`config.mk`:
```
export PLATFORM = sky130hd
export DESIGN_NAME = ifetch_q
export DESIGN_NICKNAME = d
export VERILOG_FILES = /design/src/rtl/ifetch_q_pkg.sv /design/src/rtl/fetch_fifo.sv /design/src/rtl/ifetch_q.sv
export SDC_FILE = /design/constraint.sdc
export NUM_CORES = 1
export LEC_CHECK = 0
export CELL_PAD_IN_SITES_DETAIL_PLACEMENT = 1
export CELL_PAD_IN_SITES_GLOBAL_PLACEMENT = 1
export CORE_ASPECT_RATIO = 1.2
export CORE_MARGIN = 3
export CORE_UTILIZATION = 45
export CTS_CLUSTER_SIZE = 40
export DETAILED_ROUTE_END_ITERATION = 6
export PLACE_DENSITY_LB_ADDON = 0.1
export SLEW_MARGIN = 15
export SYNTH_ARGS = -nofsm -noshare
export SYNTH_HDL_FRONTEND = slang
export SYNTH_SLANG_ARGS = --single-unit
```
`constraint.sdc`:
```
create_clock -name i_clk -period 2.7 [get_ports i_clk]
set_input_delay 0.405 -clock i_clk [delete_from_list [all_inputs] [get_ports i_clk]]
set_output_delay 0.405 -clock i_clk [all_outputs]
set_load 0.02 [all_outputs]
```
`src/rtl/ifetch_q_pkg.sv`:
```
// Shared CPU constants: default address/instruction widths and the reset fetch vector.
package ifetch_q_pkg;

  localparam int          CPU_AWIDTH    = 24;
  localparam int          CPU_IWIDTH    = 24;
  localparam logic [23:0] CPU_RESET_VEC = 24'h000000;

endpackage

```
`src/rtl/fetch_fifo.sv`:
```
// Prefetch queue storage: DEPTH-entry circular buffer with occupancy count and flush.
module fetch_fifo #(
  parameter int WIDTH = 48,
  parameter int DEPTH = 4
) (
  input  logic                   i_clk,
  input  logic                   i_rstb,
  input  logic                   i_flush,
  input  logic                   i_push,
  input  logic [WIDTH-1:0]       i_data,
  input  logic                   i_pop,
  output logic [WIDTH-1:0]       o_data,
  output logic [$clog2(DEPTH):0] o_count,
  output logic                   o_empty
);

  localparam int PW = $clog2(DEPTH);

  logic [WIDTH-1:0] mem_r [DEPTH];
  logic [PW-1:0]    wr_ptr_r;
  logic [PW-1:0]    rd_ptr_r;
  logic [PW:0]      count_r;

  assign o_data  = mem_r[rd_ptr_r];
  assign o_count = count_r;
  assign o_empty = (count_r == {(PW+1){1'b0}});

  // Entry storage; cleared on reset so the head reads zero until first write
  always_ff @(posedge i_clk or negedge i_rstb) begin
    if (!i_rstb) begin
      for (int i = 0; i < DEPTH; i++) begin
        mem_r[i] <= {WIDTH{1'b0}};
      end
    end else if (i_push && !i_flush) begin
      mem_r[wr_ptr_r] <= i_data;
    end
  end

  // Pointers and occupancy; flush overrides any same-cycle push or pop
  always_ff @(posedge i_clk or negedge i_rstb) begin
    if (!i_rstb) begin
      wr_ptr_r <= {PW{1'b0}};
      rd_ptr_r <= {PW{1'b0}};
      count_r  <= {(PW+1){1'b0}};
    end else if (i_flush) begin
      wr_ptr_r <= {PW{1'b0}};
      rd_ptr_r <= {PW{1'b0}};
      count_r  <= {(PW+1){1'b0}};
    end else begin
      if (i_push) wr_ptr_r <= wr_ptr_r + PW'(1);
      if (i_pop)  rd_ptr_r <= rd_ptr_r + PW'(1);
      case ({i_push, i_pop})
        2'b10:   count_r <= count_r + (PW+1)'(1);
        2'b01:   count_r <= count_r - (PW+1)'(1);
        default: count_r <= count_r;
      endcase
    end
  end

endmodule

```
`src/rtl/ifetch_q.sv`:
```
// Instruction fetch with prefetch queue; one outstanding memory request, epoch-tagged for flushes.
// Optional macro IFETCH_BYPASS_EN forwards a return straight to decode when the queue is empty.
module ifetch_q
  import ifetch_q_pkg::*;
#(
  parameter int                AWIDTH    = CPU_AWIDTH,
  parameter int                IWIDTH    = CPU_IWIDTH,
  parameter int                DEPTH     = 4,
  parameter logic [AWIDTH-1:0] RESET_VEC = AWIDTH'(CPU_RESET_VEC)
) (
  input  logic              i_clk,
  input  logic              i_rstb,
  input  logic              i_clk_en,
  output logic [AWIDTH-1:0] o_iaddr,
  output logic              o_ireq,
  input  logic              i_iready,
  input  logic [IWIDTH-1:0] i_instr,
  output logic [IWIDTH-1:0] o_instr,
  output logic [AWIDTH-1:0] o_instr_pc,
  output logic              o_valid,
  input  logic              i_ready,
  input  logic              i_redirect,
  input  logic [AWIDTH-1:0] i_redirect_pc
);

  localparam int CW = $clog2(DEPTH) + 1;
  localparam int EW = AWIDTH + IWIDTH;

  logic [AWIDTH-1:0] pc_r;
  logic [AWIDTH-1:0] inflight_pc_r;
  logic              inflight_r;
  logic              inflight_epoch_r;
  logic              epoch_r;

  logic              redirect_s;
  logic              accept_s;
  logic              ret_ok_s;
  logic              bypass_s;
  logic              pop_s;
  logic              fifo_push_s;
  logic              fifo_pop_s;
  logic              fifo_empty_s;
  logic [CW-1:0]     count_s;
  logic [CW-1:0]     credit_s;
  logic [EW-1:0]     head_s;

  assign redirect_s = i_clk_en & i_redirect;
  assign credit_s   = count_s + CW'(inflight_r);
  assign o_ireq     = i_rstb & i_clk_en & ~i_redirect & (credit_s < CW'(DEPTH));
  assign accept_s   = o_ireq & i_iready;
  assign o_iaddr    = pc_r;

  // A return is kept only if it belongs to the current epoch and no flush is happening now
  assign ret_ok_s = i_clk_en & ~i_redirect & inflight_r & (inflight_epoch_r == epoch_r);

`ifdef IFETCH_BYPASS_EN
  assign bypass_s = ret_ok_s & fifo_empty_s;
`else
  assign bypass_s = 1'b0;
`endif

  assign o_valid                = ~fifo_empty_s | bypass_s;
  assign {o_instr_pc, o_instr}  = bypass_s ? {inflight_pc_r, i_instr} : head_s;
  assign pop_s                  = o_valid & i_ready & i_clk_en & ~i_redirect;
  assign fifo_pop_s             = pop_s & ~fifo_empty_s;
  assign fifo_push_s            = ret_ok_s & ~(bypass_s & pop_s);

  // Fetch PC, outstanding-request tracking and flush epoch
  always_ff @(posedge i_clk or negedge i_rstb) begin
    if (!i_rstb) begin
      pc_r             <= RESET_VEC;
      inflight_r       <= 1'b0;
      inflight_pc_r    <= {AWIDTH{1'b0}};
      inflight_epoch_r <= 1'b0;
      epoch_r          <= 1'b0;
    end else if (i_clk_en) begin
      if (redirect_s) begin
        pc_r    <= i_redirect_pc;
        epoch_r <= ~epoch_r;
      end else if (accept_s) begin
        pc_r <= pc_r + AWIDTH'(1);
      end
      inflight_r <= accept_s;
      if (accept_s) begin
        inflight_pc_r    <= pc_r;
        inflight_epoch_r <= epoch_r;
      end
    end
  end

  fetch_fifo #(
    .WIDTH (EW),
    .DEPTH (DEPTH)
  ) u_fifo (
    .i_clk   (i_clk),
    .i_rstb  (i_rstb),
    .i_flush (redirect_s),
    .i_push  (fifo_push_s),
    .i_data  ({inflight_pc_r, i_instr}),
    .i_pop   (fifo_pop_s),
    .o_data  (head_s),
    .o_count (count_s),
    .o_empty (fifo_empty_s)
  );

endmodule

```
[Word-level counts from Yosys, hierarchy flattened]
Cells that the tools add are included.
Word-level totals
  bits of input ports: 54
  output and inout bits: 74
  flip-flop bits (word level): 250
  word-level logic and storage cells: 67
Cells by class
  mux-type cells: 14
  add/sub/neg operators: 6
  order comparisons: 4
  equality and inequality tests: 3
  bitwise gates (word level): 17
  reduce and logical (&&, ||, !) cells: 11
Operator list (count)
  bitwise mux 192 bit: 1
  2-to-1 mux 48 bit: 3
  binary-select mux 48 bit (select 2 bit): 1
  demux 48 bit (select 2 bit): 1
  2-to-1 mux 24 bit: 2
  adder 24 x 1 -> 24 bit, second input constant: 1
  AND 1 bit: 12
  2-to-1 mux 2 bit: 4
  greater-or-equal comparator 3 bit, second input constant: 2
  inverter 2 -> 3 bit: 2
  one-hot mux 3 bit (2 select lines): 1
  AND reduction 2 bit: 3
  nonzero test 2 bit: 3
  adder 2 x 1 -> 2 bit, second input constant: 2
  adder 3 x 1 -> 3 bit: 1
  adder 3 x 1 -> 3 bit, second input constant: 1
  logical NOT 3 bit: 1
  less-than comparator 3 x 1 -> 1 bit, second input constant: 1
  less-than comparator 3 bit, second input constant: 1
  2-to-1 mux 3 bit: 1
  inverter 1 bit: 3
  nonzero test 3 bit: 1
  subtractor 3 x 1 -> 3 bit, second input constant: 1
  equality test 2 x 1 -> 1 bit, second input constant: 1
  4 further kinds: 5

[Longest topological paths before layout]
  depth in word-level cells: 9
  mapped depth: 8
  depth with buffers taken out: 7

[By module]
Synthesis repeated with hierarchy kept, for this count alone.
Second synthesis, totals
  cell total of the unflattened synthesis: 724
  area, all modules: 11437.2 um^2
Modules (own cells, without submodules)
  fetch_fifo: area an instance 9012.4 um^2, cells an instance 505, times used 1, seq. area each 4979.8 um^2
  ifetch_q: area an instance 2424.8 um^2, cells an instance 219, times used 1, seq. area each 1276.2 um^2

[Least setup slack after synthesis]
No wires, ideal clock.
  path kind: register to output
  from: reg u_fifo.rd_ptr_r[0]
  to: out o_instr[11]
  path slack: 553 ps
  arrival: 1742 ps
  path buffers: 2
  data required time: 2295 ps
  cell stages (with the launch flop): 4
  path through: dfrtp_1 clkbuf_1 buf_1 mux4_2
On the way
  cells in the longest elaborated chain, start to end: 4
Ends and longest elaborated chain
  start: declaration: line fetch_fifo.sv:21  | logic [PW-1:0] rd_ptr_r;
  start signal: assignment: line fetch_fifo.sv:43  | rd_ptr_r <= {PW{1'b0}};
  start signal: assignment: line fetch_fifo.sv:47  | rd_ptr_r <= {PW{1'b0}};
  start signal: assignment: line fetch_fifo.sv:51  | if (i_pop) rd_ptr_r <= rd_ptr_r + PW'(1);
  inverter 2 -> 3 bit (implied by the code): line fetch_fifo.sv:24  | assign o_data = mem_r[rd_ptr_r];
  binary-select mux 48 bit (select 2 bit): line fetch_fifo.sv:24
  2-to-1 mux 48 bit (implied by the code) (2 in series): line fetch_fifo.sv:24
  end: declaration: line ifetch_q.sv:18  | output logic [IWIDTH-1:0] o_instr,
No other way between the ends. The select of a mux whose other input is x is not followed.

[Final worst setup path]
  from: reg u_fifo.count_r[0] (netlist: u_fifo.o_count[0])
  to: out o_ireq
On the way
  cells in the longest elaborated chain, start to end: 3
Ends and longest elaborated chain
  start: declaration: line fetch_fifo.sv:22  | logic [PW:0] count_r;
  start signal: assignment: line fetch_fifo.sv:44  | count_r <= {(PW+1){1'b0}};
  start signal: assignment: line fetch_fifo.sv:48  | count_r <= {(PW+1){1'b0}};
  start signal: assignment: line fetch_fifo.sv:53  | 2'b10: count_r <= count_r + (PW+1)'(1);
  adder 3 x 1 -> 3 bit: line ifetch_q.sv:48  | assign credit_s = count_s + CW'(inflight_r);
  less-than comparator 3 bit: line ifetch_q.sv:49  | assign o_ireq = i_rstb & i_clk_en & ~i_redirect & (credit_s < CW'(DEPTH));
  AND 1 bit: line ifetch_q.sv:49
  end: declaration: line ifetch_q.sv:15  | output logic o_ireq,
No other way between the ends.

==> summary.md <==
| Metric | Value |
|---|---|
| Static leakage | about 6.7 nW |
| Ordered cell list for the critical path | and3_4 > xnor2_2 > and3_1 > clkdlybuf4s50_1 |
| Net total in the final layout | 996 |
| Final setup violation count | 0 |
| Crit path capture type | output pin |
| Top flip-flop cell by instance count after synthesis | sky130_fd_sc_hd__dfrtp_1 |
| Setup Fix Bufs, Post-CTS | 0 |
| Switching share of power | 0.309 |
| Final routed wirelength across all metal layers | ~29000 µm |
| Routed Antenna Nets | 0 |
| Total power density per cell area | 852 mW/mm² |
| Area of the core region | ~0.024 mm² |
| Top area cells in the synthesized netlist | sky130_fd_sc_hd__dfrtp_1, sky130_fd_sc_hd__mux2_2, sky130_fd_sc_hd__mux4_2 |
| Total die area | around 0.027 mm² |
| Crit Path Class | reg -> out |
| Gate power share | 0.277 |
| Std cell rows | 62 |
| Origin of the worst min-delay path | i_redirect_pc[19] |
| Data required time of the critical path | roughly 2.3 ns |
| Per-cell routed wire length | around 23 µm |
| Post-detail-place hpwl | around 19000 µm |
| IR Drop Worst-Case VDD | around 530 µV |
| Largest delay contributor family on the critical path | buffers and inverters |
| Power dissipated by switching net loads | between 3 and 4 mW |
| P&R area growth vs syn | 24.5% |
| Max Clock Skew | around 0.013 ns |
| Top Metal Used | met4 |
| Final number of hold-violating endpoints | 0 |
| CP peak stage delay | 0.61 ns |
| Count of buffers from port buffering | approximately 130 |
| Iteration-0 DRC count of the detailed router | 350 |
| Maximum fanout along the worst path | 4 |
| Depth of the worst register-to-register path | 7 |
| Shortest period the worst path allows | about 2.6 ns |
| Final Core Density | 0.574 |
| Initial antenna violation count | 0 |
| Share of post-route cells with drive strength above 1 | 0.341 |
| Post-synth top area cell | sky130_fd_sc_hd__dfrtp_1 |
| Aggregate global routing overflow | 0 |
| Clock tree from TritonCTS | done |
| Slew at the pin with the worst max-slew slack | between 0.9 and 1 ns |
| Worst skew pair latency | about 0.53 ns |
| Synth Register Bits | 250 |
| Reg2Reg Setup Slack | about 0.36 ns |
| Clock power share | 0.313 |
| H-tree depth | 1 |
| # diodes | 0 |
| Worst path buffer plus inverter count | 1 |
| Syn Inst Count | 794 |
| Tot GR Track Use | 0.218 |
| Met1 Routed Length | 12200 µm |
| Cells on Worst Hold Path | 3 |
| Internal Dissipation | 8.16 mW |
| Maximum number of pins on one net before global-route repair | around 160 |
| Slowest-stage cell, CP | sky130_fd_sc_hd__clkdlybuf4s50_1 |
| Die X-Extent | 150 µm |
| Final sum of negative setup slack | 0 ns |
| Critical register-to-register path startpoint | u_fifo.o_count[2]$_DFFE_PN0P_ |
| EDFF count, synth | 0 |
| Vias in the first global route | between 8000 and 9000 |
| Fraction of the cycle the final worst path needs | 0.974 |
| Cell variety after synth | 53 |
| Worst hold slack | 0.434 ns |
| Post-synthesis area per instance | approximately 14 µm² |
| Length of routed met2 wiring | approximately 15000 µm |
| Count of yosys warnings during synthesis | 0 |
| Number of detailed-routing iterations run before antenna repair | 4 |
| Number of clock buffers inserted by TritonCTS | 26 |
| Detailed-route DRC error count | 0 |
| Number of cells after detailed placement | ~1200 |
| Worst reg2reg endpoint | u_fifo.o_count[2]$_DFFE_PN0P_ |
| WL met3 | ~1200 µm |
| Max-capacitance violation count | 0 |
| Count of pins over their slew limit | 0 |
| Initial cell density of the core | 0.461 |
| Post-synthesis instance area | ~0.011 mm² |
| Via-to-Cell Ratio | ~5.7 |
| Rel. slew slack | 0.398 |
| Highest achievable clock rate | approximately 0.38 GHz |
| Element type at the critical path start | flip-flop |
| Register share of total power | 0.410 |
| Worst Path Arrival | approximately 2.2 ns |
| Synthesized netlist net count | 854 |
| Library cell used as clock root buffer | sky130_fd_sc_hd__clkbuf_16 |
| I/O pins | around 130 |
| Max Buffers Root-to-Sink | 3 |
| Wire length of the first global-routing pass | approximately 46000 µm |
| Top cell type's share of synthesized area | 0.562 |
| Post-Layout Cell Count | 1275 |
| Run status | complete, no violations |
| Via count | about 7200 |
| Asr flop ratio synth | 1.00 |
| Sequential-to-total area share from yosys stat | 0.562 |
| Min-Delay Path Class | in -> reg |
| Endpoint of the worst hold-timing path | o_iaddr[19]$_DFFE_PN0P_ |
| Die height | between 150 and 200 µm |
| Setup repair after global routing missed its margin | no |
| Gp weighted congestion | between 0.8 and 0.9 |
| Clock slew at reported path FFs | roughly 0.060 ns |
| Count of clock tree sinks | 250 |
kinds of logic after synthesis:
logic type	after synthesis	synth area share
flops	250	0.562
mux	245	0.296
simple gates	169	0.0701
buf+inv	56	0.0207
compound gates	54	0.0317
xor+xnor	14	0.0117
fa+ha+maj	6	0.00742
area by class of cell:
cell class | instances | area, µm²
multi-input cells | 488 | 4660
flip-flops and latches | 250 | 6260
well taps | 320 | 400
fillers | 2339 | 10300
inverters | 10 | 37.5
repair buffers | 160 | 1600
clock buffers | 44 | 830
clock inverters | 3 | 65.1
sequential cells by signal, summed over array words and instances (netlist names):
signal and cells:
epoch_r 1, o_iaddr 24, inflight_epoch_r 1, inflight_pc_r 24, u_fifo.mem_r 192, u_fifo.rd_ptr_r 2
inflight_r 1, u_fifo.wr_ptr_r 2, u_fifo.o_count 3
routing by layer:
metal | GRT usage | up-vias
met3 | 0.0330 | 31
met5 | 0 | -
met1 | 0.280 | 3843
met4 | 0.0481 | 0
li1 | - | 3184
met2 | 0.391 | 170
power groups by stage:
stage | clock, mW | combinational [mW] | sequential [mW]
after floorplan | 0 | 2.03 | 4.73
final | 3.70 | 3.27 | 4.83
after global placement | 0 | 3.40 | 4.80
after CTS | 3.80 | 3.30 | 4.83
after detailed placement | 0 | 3.49 | 4.89
after global routing | 3.97 | 3.53 | 4.92
how the worst max path moves through the flow:
| stage | from | to | slack (ns) | cells past startpoint |
|---|---|---|---|---|
| final | u_fifo.o_count[0]$_DFFE_PN0P_ | o_ireq | 0.07 | 4 |
| after floorplan | u_fifo.rd_ptr_r[0]$_DFFE_PN0P_ | o_instr[11] | 0.55 | 3 |
| after detailed placement | i_redirect | u_fifo.o_count[2]$_DFFE_PN0P_ | 0.15 | 8 |
| after global placement | i_redirect | o_iaddr[22]$_DFFE_PN0P_ | 0.28 | 7 |
| after global routing | u_fifo.o_count[1]$_DFFE_PN0P_ | o_ireq | 0.01 | 4 |
| after CTS | u_fifo.rd_ptr_r[0]$_DFFE_PN0P_ | o_instr_pc[16] | 0.01 | 3 |
repair_timing:
item / CTS / global route
hold buffers: 1 / 0
cloned: 0 / 1
gates resized for setup: 48 / 2
endpoints found under the setup margin: 41 / 3
hold endpoints to repair: 22 / 0
per-stage QoR:
step	worst slack, ns	cell area [µm²]	total power [mW]
2_1_floorplan	0.553	11100	6.76
3_3_place_gp	0.276	13000	8.21
3_5_place_dp	0.149	13000	8.37
4_1_cts	0.0139	13800	11.9
5_1_grt	0.0144	13900	12.4
6_report	0.0706	13900	11.8
cell usage after synthesis, drive strengths merged, types with 2 or more instances:
cell type	instances
or4	2
nor3	6
nand4	7
nand2b	2
buf	22
a211oi	4
and3	7
nand2	94
nor4	10
xor2	3
mux2i	4
mux2	193
o32ai	3
dfrtp	250
xnor2	11
nor2	14
a21o	2
ha	5
o21a	2
nand3	14
a31oi	3
inv	10
a311oi	3
and2	2
nor2b	2
mux4	48
a21oi	6
o22ai	2
clkbuf	24
or3	2
and4	2
or2	2
o21ai	20
layout by cell type (no fill, tap or decap), drive strengths merged, types with 3 or more instances in the layout:
cell             n
inv             10
nand3           14
nand2           94
mux4            48
o32ai            3
a21oi            6
buf             32
nor4            10
nand4            7
ha               5
nor2            14
dlygate4sd2     46
xor2             3
o21ai           20
a211oi           4
and3             7
mux2i            4
xnor2           11
mux2           193
clkdlybuf4s50   78
dfrtp          250
a311oi           3
nor3             6
clkbuf          45
a31oi            3
worst reg2reg max path: cells and delay by family, from the launching register on:
kind	cells	cell delay (ns)
adder cells (fa/ha/maj)	1	0.44
flip-flops	1	0.47
AO/OA/AOI/OAI	3	0.54
AND/OR/NAND/NOR	3	0.77
No activity file was read; power rests on OpenSTA's default activity.
